### config.mk
export PLATFORM = sky130hd
export DESIGN_NAME = sobol_int_to_fp_pipe
export DESIGN_NICKNAME = d
export VERILOG_FILES = /design/src/rtl/sobol_fp_pkg.sv /design/src/rtl/sobol_int_to_fp_pipe_lod.sv /design/src/rtl/sobol_int_to_fp_pipe.sv
export SDC_FILE = /design/constraint.sdc
export NUM_CORES = 1
export LEC_CHECK = 0
export BUFFER_PORTS_ARGS = -buffer_cell sky130_fd_sc_hd__buf_2
export CAP_MARGIN = 20
export CORE_MARGIN = 2
export CORE_UTILIZATION = 40
export DETAILED_ROUTE_END_ITERATION = 8
export PLACE_DENSITY = 0.6
export SETUP_SLACK_MARGIN = 0.2
export SLEW_MARGIN = 0
export SYNTH_ARGS = -nofsm -noshare
export SYNTH_HDL_FRONTEND = slang
export SYNTH_SLANG_ARGS = --single-unit
export TNS_END_PERCENT = 30
### constraint.sdc
create_clock -name clk -period 3.7 [get_ports clk]
set_input_delay 0.37 -clock clk [delete_from_list [all_inputs] [get_ports clk]]
set_output_delay 0.37 -clock clk [all_outputs]
set_load 0.005 [all_outputs]
### src/rtl/sobol_fp_pkg.sv
// Shared helpers for the Sobol integer-to-float converter: width derivation
// and {exp, mantissa} field pack/unpack (fields up to 32 bits total).
package sobol_fp_pkg;

    function automatic int unsigned clog2(input int unsigned v);
        int unsigned r;
        r = 0;
        for (int unsigned i = 0; i < 32; i++) begin
            if ((32'd1 << i) < v) r = i + 1;
        end
        return r;
    endfunction

    // Exponent spans 0..IN_W-MAN_W.
    function automatic int unsigned exp_width(input int unsigned in_w, input int unsigned man_w);
        return clog2(in_w - man_w + 1);
    endfunction

    function automatic int unsigned out_width(input int unsigned in_w, input int unsigned man_w);
        return exp_width(in_w, man_w) + man_w;
    endfunction

    function automatic logic [31:0] fp_pack(input int unsigned man_w, input logic [31:0] e,
                                            input logic [31:0] m);
        logic [31:0] mask;
        mask = (32'd1 << man_w) - 32'd1;
        return (e << man_w) | (m & mask);
    endfunction

    function automatic logic [31:0] fp_exp(input int unsigned man_w, input logic [31:0] w);
        return w >> man_w;
    endfunction

    function automatic logic [31:0] fp_man(input int unsigned man_w, input logic [31:0] w);
        return w & ((32'd1 << man_w) - 32'd1);
    endfunction

endpackage

### src/rtl/sobol_int_to_fp_pipe_lod.sv
// Leading-one detect: exponent = position of the top set bit minus (MAN_W-1),
// clamped to 0 when no bit at or above MAN_W is set.
module leading_one_detect import sobol_fp_pkg::*; #(
    parameter  int unsigned IN_W  = 32,
    parameter  int unsigned MAN_W = 12,
    localparam int unsigned EXP_W = exp_width(IN_W, MAN_W)
) (
    input  logic [IN_W-1:0]  value,
    output logic [EXP_W-1:0] exp
);

    // Priority encoder: highest qualifying bit wins (later iterations override).
    always_comb begin
        exp = '0;
        for (int unsigned i = 0; i < IN_W; i++) begin
            if (value[i] && (i >= MAN_W)) exp = EXP_W'(i - (MAN_W - 1));
        end
    end

endmodule

### src/rtl/sobol_int_to_fp_pipe.sv
// Two-stage, N-lane unsigned integer -> {exp, man} converter with a shared
// valid/ready handshake. Define ROUND_NEAREST_EN for round-half-up with
// per-lane saturation flag; otherwise mantissa is truncated and out_sat is 0.
module sobol_int_to_fp_pipe import sobol_fp_pkg::*; #(
    parameter  int unsigned IN_W  = 32,
    parameter  int unsigned MAN_W = 12,
    parameter  int unsigned N_CH  = 1,
    localparam int unsigned EXP_W = exp_width(IN_W, MAN_W),
    localparam int unsigned OUT_W = EXP_W + MAN_W
) (
    input  logic                    clk,
    input  logic                    rst_n,
    input  logic                    in_valid,
    output logic                    in_ready,
    input  logic [N_CH*IN_W-1:0]    in_data,
    output logic                    out_valid,
    input  logic                    out_ready,
    output logic [N_CH*OUT_W-1:0]   out_data,
    output logic [N_CH-1:0]         out_sat
);

    localparam logic [EXP_W-1:0] MAX_EXP = EXP_W'(IN_W - MAN_W);

    logic                 s1_valid;
    logic [IN_W-1:0]      s1_data [N_CH];
    logic [EXP_W-1:0]     s1_exp  [N_CH];
    logic [EXP_W-1:0]     lod_exp [N_CH];
    logic [OUT_W-1:0]     nxt_word [N_CH];
    logic [N_CH-1:0]      nxt_sat;
    logic [N_CH*OUT_W-1:0] nxt_flat;
    logic                 out_adv;

    // Output slot can take a word when empty or being drained this cycle.
    assign out_adv  = !out_valid || out_ready;
    assign in_ready = !s1_valid || out_adv;

    for (genvar k = 0; k < N_CH; k++) begin : g_lane
        logic [MAN_W-1:0] man_f;
        logic [EXP_W-1:0] exp_f;
        logic             sat_f;
`ifdef ROUND_NEAREST_EN
        logic [MAN_W:0]   sum;
        logic             guard;
`endif

        leading_one_detect #(.IN_W(IN_W), .MAN_W(MAN_W)) u_lod (
            .value (in_data[k*IN_W +: IN_W]),
            .exp   (lod_exp[k])
        );

        // Stage-2 mantissa extraction (and rounding when enabled).
        always_comb begin
            man_f = MAN_W'(s1_data[k] >> s1_exp[k]);
            exp_f = s1_exp[k];
            sat_f = 1'b0;
`ifdef ROUND_NEAREST_EN
            guard = (s1_exp[k] != '0) &&
                    (((s1_data[k] >> (s1_exp[k] - EXP_W'(1))) & IN_W'(1)) != '0);
            sum   = {1'b0, man_f} + (MAN_W+1)'(guard);
            if (sum[MAN_W]) begin
                // Carry out of the mantissa renormalises, or saturates at the top exponent.
                if (s1_exp[k] == MAX_EXP) begin
                    man_f = '1;
                    sat_f = 1'b1;
                end else begin
                    man_f = MAN_W'(1) << (MAN_W - 1);
                    exp_f = s1_exp[k] + EXP_W'(1);
                end
            end else begin
                man_f = sum[MAN_W-1:0];
            end
`endif
        end

        assign nxt_word[k] = OUT_W'(fp_pack(MAN_W, 32'(exp_f), 32'(man_f)));
        assign nxt_sat[k]  = sat_f;
    end

    // Flatten lane words into the output bus layout.
    always_comb begin
        nxt_flat = '0;
        for (int unsigned k = 0; k < N_CH; k++) begin
            nxt_flat[k*OUT_W +: OUT_W] = nxt_word[k];
        end
    end

    // Stage 1: capture raw lanes and their exponents.
    always_ff @(posedge clk or negedge rst_n) begin
        if (!rst_n) begin
            s1_valid <= 1'b0;
            for (int unsigned k = 0; k < N_CH; k++) begin
                s1_data[k] <= '0;
                s1_exp[k]  <= '0;
            end
        end else if (in_ready) begin
            s1_valid <= in_valid;
            if (in_valid) begin
                for (int unsigned k = 0; k < N_CH; k++) begin
                    s1_data[k] <= in_data[k*IN_W +: IN_W];
                    s1_exp[k]  <= lod_exp[k];
                end
            end
        end
    end

    // Stage 2: output registers, held while downstream stalls.
    always_ff @(posedge clk or negedge rst_n) begin
        if (!rst_n) begin
            out_valid <= 1'b0;
            out_data  <= '0;
            out_sat   <= '0;
        end else if (out_adv) begin
            out_valid <= s1_valid;
            if (s1_valid) begin
                out_data <= nxt_flat;
                out_sat  <= nxt_sat;
            end
        end
    end

endmodule
==> qor.yml, run 1 <==
async_flop_share_pct: 100
dr_total_vias: 3101
ys.flop_type: "dfrtp_1"
crit_path_max_fanout: 26
combPwrFrac_pct: 32.2
p_int_uw: 1430
power.leakage_uw: 0.00182
hold_buffers: 0
hold_class: "in -> reg"
r2r_cells: 7
io_pins: 56
holdWs_ps: 256
mappedNetlistArea_um2: 3890
clock_latency_ps: 310
cts_setup_buffers: 0
synth_edf_count: 0
cts_tree: "built"
switchingPower_uw: 686
drcViolationCount: 0
powerDensity_nw_per_um2: 484
ys_seq_elements: 56
cts.sinks: 56
clock_power_share_pct: 26.0
peakVddDrop_uv: 243
whs_path_depth: 2
fin_skew_ps: 6.51
start_util_pct: 41.7
syn_nets: 409
grt_usage_pct: 18.7
drive_above_1_share_pct: 33.3
rsz0062_at_grt: "false"
n_fill_cell: 883
dieArea_um2: 10500
grt_max_degree: 48
fmax_mhz: 395
cts_buffers: 5
grt_antenna_before_repair: 0
die_w_um: 103
relSlewSlack_pct: 33.7
placementRows: 35
cts-resized-gates: 0
p_sw_share_pct: 32.4
cp-start-kind: "flop"
ys_types: 45
yosys_warnings: 0
root_buffer: "clkbuf_8"
dieHeight_um: 103
period_share_pct: 68.5
wl_per_cell_um: 17.1
cts_buffer_depth: 2
synth_area_leaders: "dfrtp_1 36%, mux4_2 16%, mux2_2 9.3%, mux2i_1 5.9%, nand2_1 3.9%"
worstPathRequired_ps: 3880
drtPass1Iterations: 5
drt-total-wl_um: 9260
htree_levels: 2
clkTransAtPathRegs_ps: 110
num_antenna_cells: 0
drt_iter0_drc: 213
nNetsFinal: 447
critPathCaptureType: "flop"
setup_viol: 0
min_period_ps: 2530
arrival_ps: 2720
seqPwrFrac_pct: 41.9
grt_pass1_wl_um: 15500
netlist_instances: 373
synth.avg_cell_area_um2: 10.4
final_cell_mix: "54 x dfrtp_1, 54 x buf_2, 40 x nand2_1"
overflow: 0
tightest_slew_ps: 995
finalWeightedCongestion: 0.906
status: "completed"
area_growth_pct: 12.6
drv_cap: 0
yosysTopAreaCell: "dfrtp_1"
hold_violations: 0
ant_nets: 0
grt_pass1_vias: 2921
port_buffers: 54
final_max_slew_viol_count: 0
yosysSeqAreaShare_pct: 36.0
hpwl_um: 6850
setup_tns_ps: 0
core_um2: 9330
avgViaCountPerCell: 5.73
criticalPathCategory: "reg -> reg"
synth_top_area_share_pct: 36.0
[flip-flops by register name (all words and copies together) (netlist names)]
name	flops
s1_data	32
out_data	17
g_lane.exp_f	5
out_valid	1
s1_valid	1
[critical path, cell delays in order, from the launching register on]
cell      delay [ps]
dfrtp_1         1010
buf_4            330
mux4_2           300
and2_1           170
a211oi_1         200
a21oi_1           90
a22oi_1          230
a21oi_1           90
[stage by stage]
step                      power (uW)  worst slack, ps  instance area, um^2  util (%)  cells
after global routing            2260              956                 4380      46.9    541
after global placement          1570             1210                 4190      44.9    531
final                           2120             1170                 4380      46.9    541
after detailed placement        1580             1210                 4190      44.9    531
after CTS                       2120             1190                 4350      46.6    539
after floorplan                 1370             1900                 3890         -    373
[cell usage after synthesis (4+ instances only)]
library cell and instances:
dfrtp_1 56, nand2_1 40, mux2_2 32, mux4_2 28, a21oi_1 27, nor2_1 25, mux2i_1 23, o21ai_0 19
clkbuf_1 13, a211oi_1 9, nor3_1 9, buf_2 8, inv_1 8, buf_4 7, nor2b_1 7, nand3_1 5
o31ai_1 5, and2_1 4, buf_6 4, nor4_1 4, o211ai_1 4
[power by group through the flow]
stage	Combinational, uW	Sequential (uW)	Clock [uW]
global placement	672	896	0
detailed placement	676	899	0
finish	681	886	550
floorplan	557	809	0
global route	757	909	591
CTS	679	886	557
[logic make-up after synthesis]
group,Yosys count,synth area share (%)
and+or+nand+nor,106,12.7
AOI/OAI and AO/OA,86,14.0
muxes,83,31.4
DFF,56,36.0
buffers and inverters,41,5.73
other,1,0.0965
[routing by layer]
metal | global-route usage [%] | up-vias | wire (um)
met5 | 0 | - | 0
met4 | 3.28 | 0 | 68
met3 | 2.92 | 6 | 561
met2 | 28.6 | 113 | 4180
met1 | 28.7 | 1511 | 4450
li1 | - | 1471 | -
[area by class of cell]
cell class,count,area [um^2],share of cell area (%)
flip-flops and latches,56,1400,32.1
well taps,129,161,3.69
inverters,9,36.3,0.829
repair buffers,63,353,8.06
clock buffers,5,68.8,1.57
clock inverters,3,90.1,2.06
multi-input cells,276,2260,51.7
[path summary, 6_finish.rpt]
check | to | start | slack (ps)
max | out_data[8] | g_lane[0].exp_f[2] | 1170
min | s1_valid | in_valid | 260
max reg2reg | out_data[8] | g_lane[0].exp_f[2] | 1170
min reg2reg | out_data[1] | out_data[1] | 470
max in group asynchronous | s1_data[17] | rst_n | 2560
min in group asynchronous | out_data[10] | rst_n | 480
Note: power is estimated with default switching activity, not from simulation.
==> inputs of run 2 (changes only) <==
==> constraint.sdc (replaced) <==
create_clock -name clk -period 2.6 [get_ports clk]
set_input_delay 0.26 -clock clk [delete_from_list [all_inputs] [get_ports clk]]
set_output_delay 0.26 -clock clk [all_outputs]
set_load 0.005 [all_outputs]
==> qor.yml, run 2 (synthesized netlist as in run 1, its figures left out) <==
setup_tns_ps: 0  # unchanged
hold_violations: 0  # unchanged
dr_total_vias: 3177  # +2.5%
root_buffer: "clkbuf_8"
port_buffers: 54  # unchanged
dieArea_um2: 10500  # unchanged
crit_path_cell_trace: "buf_4, buf_4, nor2b_1, a2bb2o_1, a211oi_1, o2111a_1, a31oi_1, nand2_1"
cp-start-kind: "flop"
cts_buffers: 5  # unchanged
overflow: 0  # unchanged
drt_iter0_drc: 297  # +39%
cts_tree: "built"
grt_usage_pct: 19.6  # +0.87 points
drtPass1Iterations: 4  # -1
drive_above_1_share_pct: 34.3  # +1.0 points
clock_latency_ps: 320  # about the same
area_growth_pct: 12.6  # unchanged
grt_max_degree: 40  # -17%
final_cell_mix: "54 x dfrtp_1, 54 x buf_2, 40 x nand2_1"
min_period_ps: 2190  # -348 ps
hold_buffers: 0  # unchanged
drv_cap: 0  # unchanged
peakVddDrop_uv: 307  # +26%
status: "completed"
cts_buffer_depth: 2  # unchanged
nNetsFinal: 452  # +1.1%
cts.sinks: 56  # unchanged
core_um2: 9330  # unchanged
tightest_slew_ps: 910  # -85.2 ps
ant_nets: 0  # unchanged
drcViolationCount: 0  # unchanged
drt-total-wl_um: 9690  # +4.7%
hpwl_um: 7280  # +6.3%
fin_skew_ps: 7.68  # +1.18 ps
grt_pass1_vias: 3085  # +5.6%
dieHeight_um: 103  # unchanged
placementRows: 35  # unchanged
criticalPathCategory: "reg -> reg"
critPathMostFrequentCell: "buf_4"
final_max_slew_viol_count: 0  # unchanged
powerDensity_nw_per_um2: 636  # +32%
finalPower_uw: 2780  # +32%
power.leakage_uw: 0.00182  # +0.39%
io_pins: 56  # unchanged
wl_per_cell_um: 17.8  # +3.7%
critPathCaptureType: "flop"
top_register: "s1_data"
htree_levels: 2  # unchanged
setup_viol: 0  # unchanged
cts_setup_buffers: 0  # unchanged
hold_class: "in -> async"
grt_antenna_before_repair: 0  # unchanged
avgViaCountPerCell: 5.82  # +1.5%
grt_pass1_wl_um: 16200  # +4.0%
critPathMaxStageDelay_ps: 590  # -420 ps
largest_reg_flops: 32  # unchanged
clkTransAtPathRegs_ps: 100  # about the same
arrival_ps: 2440  # -280 ps
cts-resized-gates: 0  # unchanged
slowest_stage: "dfrtp_4"
crit_path_max_fanout: 19  # -27%
start_util_pct: 41.7  # unchanged
finalWeightedCongestion: 0.911  # +0.55%
fmax_mhz: 458  # +16%
relSlewSlack_pct: 39.4  # +5.7 points
worstPathRequired_ps: 2860  # -1020 ps
num_antenna_cells: 0  # unchanged
die_w_um: 103  # unchanged
period_share_pct: 84.0  # +16 points
rsz0062_at_grt: "false"
run 2: layout make-up:
class / count / area [um^2]
inverter: 9 / 36.3
multi-input combinational: 276 / 2260
clock buffer: 6 / 82.6
timing repair buffer: 68 / 413
sequential: 56 / 1410
fill: 897 / 4950
tap: 129 / 161
clock inverter: 2 / 13.8
run 2: per-stage QoR:
| step | hold slack, ps | instance area, um^2 | cells | setup WS (ps) | utilization [%] |
|---|---|---|---|---|---|
| floorplan | -35.6 | 3890 | 373 | 800 | - |
| global placement | 425 | 4280 | 538 | 439 | 45.9 |
| detailed placement | 443 | 4280 | 538 | 345 | 45.9 |
| CTS | 94.7 | 4370 | 546 | 325 | 46.9 |
| global route | 135 | 4380 | 546 | 243 | 46.9 |
| finish | 58.4 | 4380 | 546 | 415 | 46.9 |
run 2: per-layer routing:
layer | vias up | global-route usage [%] | wire length [um]
met5 | - | 0 | 0
met3 | 10 | 3.12 | 636
met4 | 0 | 5.03 | 127
li1 | 1483 | - | -
met2 | 134 | 29.7 | 4350
met1 | 1550 | 29.5 | 4580
run 2: path summary, 6_finish.rpt:
| check | startpoint | end | slack, ps | depth (start not counted) |
|---|---|---|---|---|
| min reg2reg | out_data[1] | out_data[1] | 470 | 2 |
| min | rst_n | s1_valid | 60 | 1 |
| min in group clk | in_valid | s1_valid | 150 | 2 |
| max reg2reg | g_lane[0].exp_f[0] | out_data[0] | 410 | 8 |
| max | g_lane[0].exp_f[0] | out_data[0] | 410 | 8 |
| max in group asynchronous | rst_n | out_data[4] | 1760 | 2 |
run 2: critical path, delay by kind of cell, from the launching register on:
| kind | cells | cell delay (ps) |
|---|---|---|
| buffers and inverters | 2 | 540 |
| AO/OA/AOI/OAI | 4 | 830 |
| AND/OR/NAND/NOR | 2 | 160 |
| flip-flops | 1 | 590 |
run 2: power breakdown:
part           internal [uW]  switching [uW]  total [uW]
Clock                    219             302         521
Sequential              1020             181        1210
Combinational            550             507        1060
Total                   1790             990        2780
==> inputs of run 3 (changes only) <==
==> constraint.sdc (replaced) <==
create_clock -name clk -period 2.2 [get_ports clk]
set_input_delay 0.22 -clock clk [delete_from_list [all_inputs] [get_ports clk]]
set_output_delay 0.22 -clock clk [all_outputs]
set_load 0.005 [all_outputs]
==> qor.yml, run 3 (synthesized netlist as in run 1, its figures left out) <==
clkTransAtPathRegs_ps: 100  # about the same
overflow: 0  # unchanged
cp-start-kind: "flop"
r2r_cells: 7  # -1
start_util_pct: 41.7  # unchanged
stdcell_area_um2: 4510  # +3.1%
arrival_ps: 2160  # -280 ps
crit_path_max_fanout: 19  # unchanged
hold_violations: 0  # unchanged
tightest_slew_ps: 541  # -368 ps
port_buffers: 54  # unchanged
cts_buffer_depth: 2  # unchanged
status: "completed"
hold_class: "in -> reg"
critPathMaxStageDelay_ps: 530  # -60 ps
power.leakage_uw: 0.00188  # +3.1%
regToRegEndpoint: "out_data[1]"
num_antenna_cells: 0  # unchanged
clock_latency_ps: 310  # about the same
drt-total-wl_um: 10100  # +4.3%
critPathMostFrequentCell: "nand2_1"
grt_usage_pct: 20.4  # +0.82 points
period_share_pct: 88.5  # +4.5 points
fmax_mhz: 513  # +12%
grt_max_degree: 48  # +20%
peakVddDrop_uv: 336  # +9.3%
wl_met2_um: 4690  # +7.7%
crit_path_cell_trace: "buf_12, mux4_2, nand2_1, o31ai_1, o2111a_1, a31oi_1, nand2_1"
relSlewSlack_pct: 63.9  # +25 points
dieArea_um2: 10500  # unchanged
grt_pass1_vias: 3162  # +2.5%
drtPass1Iterations: 4  # unchanged
htree_levels: 2  # unchanged
dpl_cell_area_um2: 4310  # +0.64%
fin_skew_ps: 8.59  # +0.909 ps
drive_above_1_share_pct: 36.3  # +2.0 points
avgViaCountPerCell: 5.73  # -1.5%
wl_met1_um: 4670  # +2.0%
final_common_cell: "buf_2"
largest_reg_flops: 32  # unchanged
setup_viol: 0  # unchanged
hp-start: "in_valid"
io_pins: 56  # unchanged
slowest_stage: "mux4_2"
rsz0062_at_grt: "true"
die_w_um: 103  # unchanged
core_um2: 9330  # unchanged
holdPathEnd: "s1_valid"
powerDensity_nw_per_um2: 761  # +20%
min_period_ps: 1950  # -237 ps
final_cell_mix: "54 x buf_2, 53 x dfrtp_1, 40 x nand2_1"
cts.sinks: 56  # unchanged
drcViolationCount: 0  # unchanged
drt_iter0_drc: 300  # +1.0%
placementRows: 35  # unchanged
cts_buffers: 5  # unchanged
cts_tree: "built"
ant_nets: 0  # unchanged
whs_path_depth: 2
top_register: "s1_data"
stdcell_count: 553  # +1.3%
setup_tns_ps: 0  # unchanged
r2r_start: "g_lane[0].exp_f[1]"
critPathCaptureType: "flop"
grt_antenna_before_repair: 0  # unchanged
topRoutingLayerUsed: "met4"
dieHeight_um: 103  # unchanged
hpwl_um: 7500  # +3.0%
r2r_slack_ps: 250  # -160 ps
root_buffer: "clkbuf_8"
area_growth_pct: 16.0
finalWeightedCongestion: 0.905  # -0.67%
grt_pass1_wl_um: 16800  # +3.9%
final_max_slew_viol_count: 0  # unchanged
criticalPathCategory: "reg -> reg"
drv_cap: 0  # unchanged
wl_met3_um: 621  # -2.4%
dr_total_vias: 3169  # -0.25%
worstPathRequired_ps: 2410  # -450 ps
wl_per_cell_um: 18.3  # +3.0%
nNetsFinal: 460  # +1.8%
place_inst: 540  # +0.37%
## run 3: worst max-delay path by stage
| stage | cells after the start | from | end | slack [ps] |
|---|---|---|---|---|
| after CTS | 7 | g_lane[0].exp_f[0] | out_data[0] | 220 |
| after global placement | 5 | g_lane[0].exp_f[1] | out_data[7] | 220 |
| after floorplan | 6 | g_lane[0].exp_f[1] | out_data[3] | 400 |
| after detailed placement | 5 | g_lane[0].exp_f[1] | out_data[7] | 190 |
| final | 7 | g_lane[0].exp_f[1] | out_data[1] | 250 |
| after global routing | 7 | g_lane[0].exp_f[1] | out_data[1] | 150 |
## run 3: cell type report
class	instances	area, um^2
multi-input combinational	276	2290
tap	129	161
inverter	9	36.3
clock buffer	6	72.6
fill	898	4820
clock inverter	1	30.0
timing repair buffer	76	517
sequential	56	1410
## run 3: critical path: cells and delay by family (launching register included)
family                 cells  cell delay (ps)
AOI/OAI and AO/OA          3              490
DFF                        1              460
muxes                      1              530
and+or+nand+nor            2              160
buffers and inverters      1              200
## run 3: power breakdown
part           switching, uW  total, uW  internal [uW]
clock network            339        674            335
registers                217       1430           1210
logic                    630       1330            703
## run 3: per-layer routing
metal | global-route usage, % | vias up
met5 | 0 | -
met4 | 5.85 | 0
met3 | 2.92 | 12
met2 | 31.0 | 119
met1 | 30.5 | 1546
li1 | - | 1492
## run 3: what timing repair did
action / CTS / global route
buffers inserted: 1 / 3
cloned: 1 / 0
endpoints found under the hold margin: 20 / 0
resized for setup: 0 / 7
hold buffers: 1 / 0
setup endpoints to repair: 3 / 12
## run 3: per-stage QoR
step	util (%)	total power, uW	worst slack (ps)	hold slack, ps
2_1_floorplan	-	2300	400	-75.6
3_3_place_gp	46.2	2700	225	206
3_5_place_dp	46.2	2720	189	212
4_1_cts	47.8	3420	223	106
5_1_grt	48.4	3660	148	125
6_report	48.4	3430	252	107
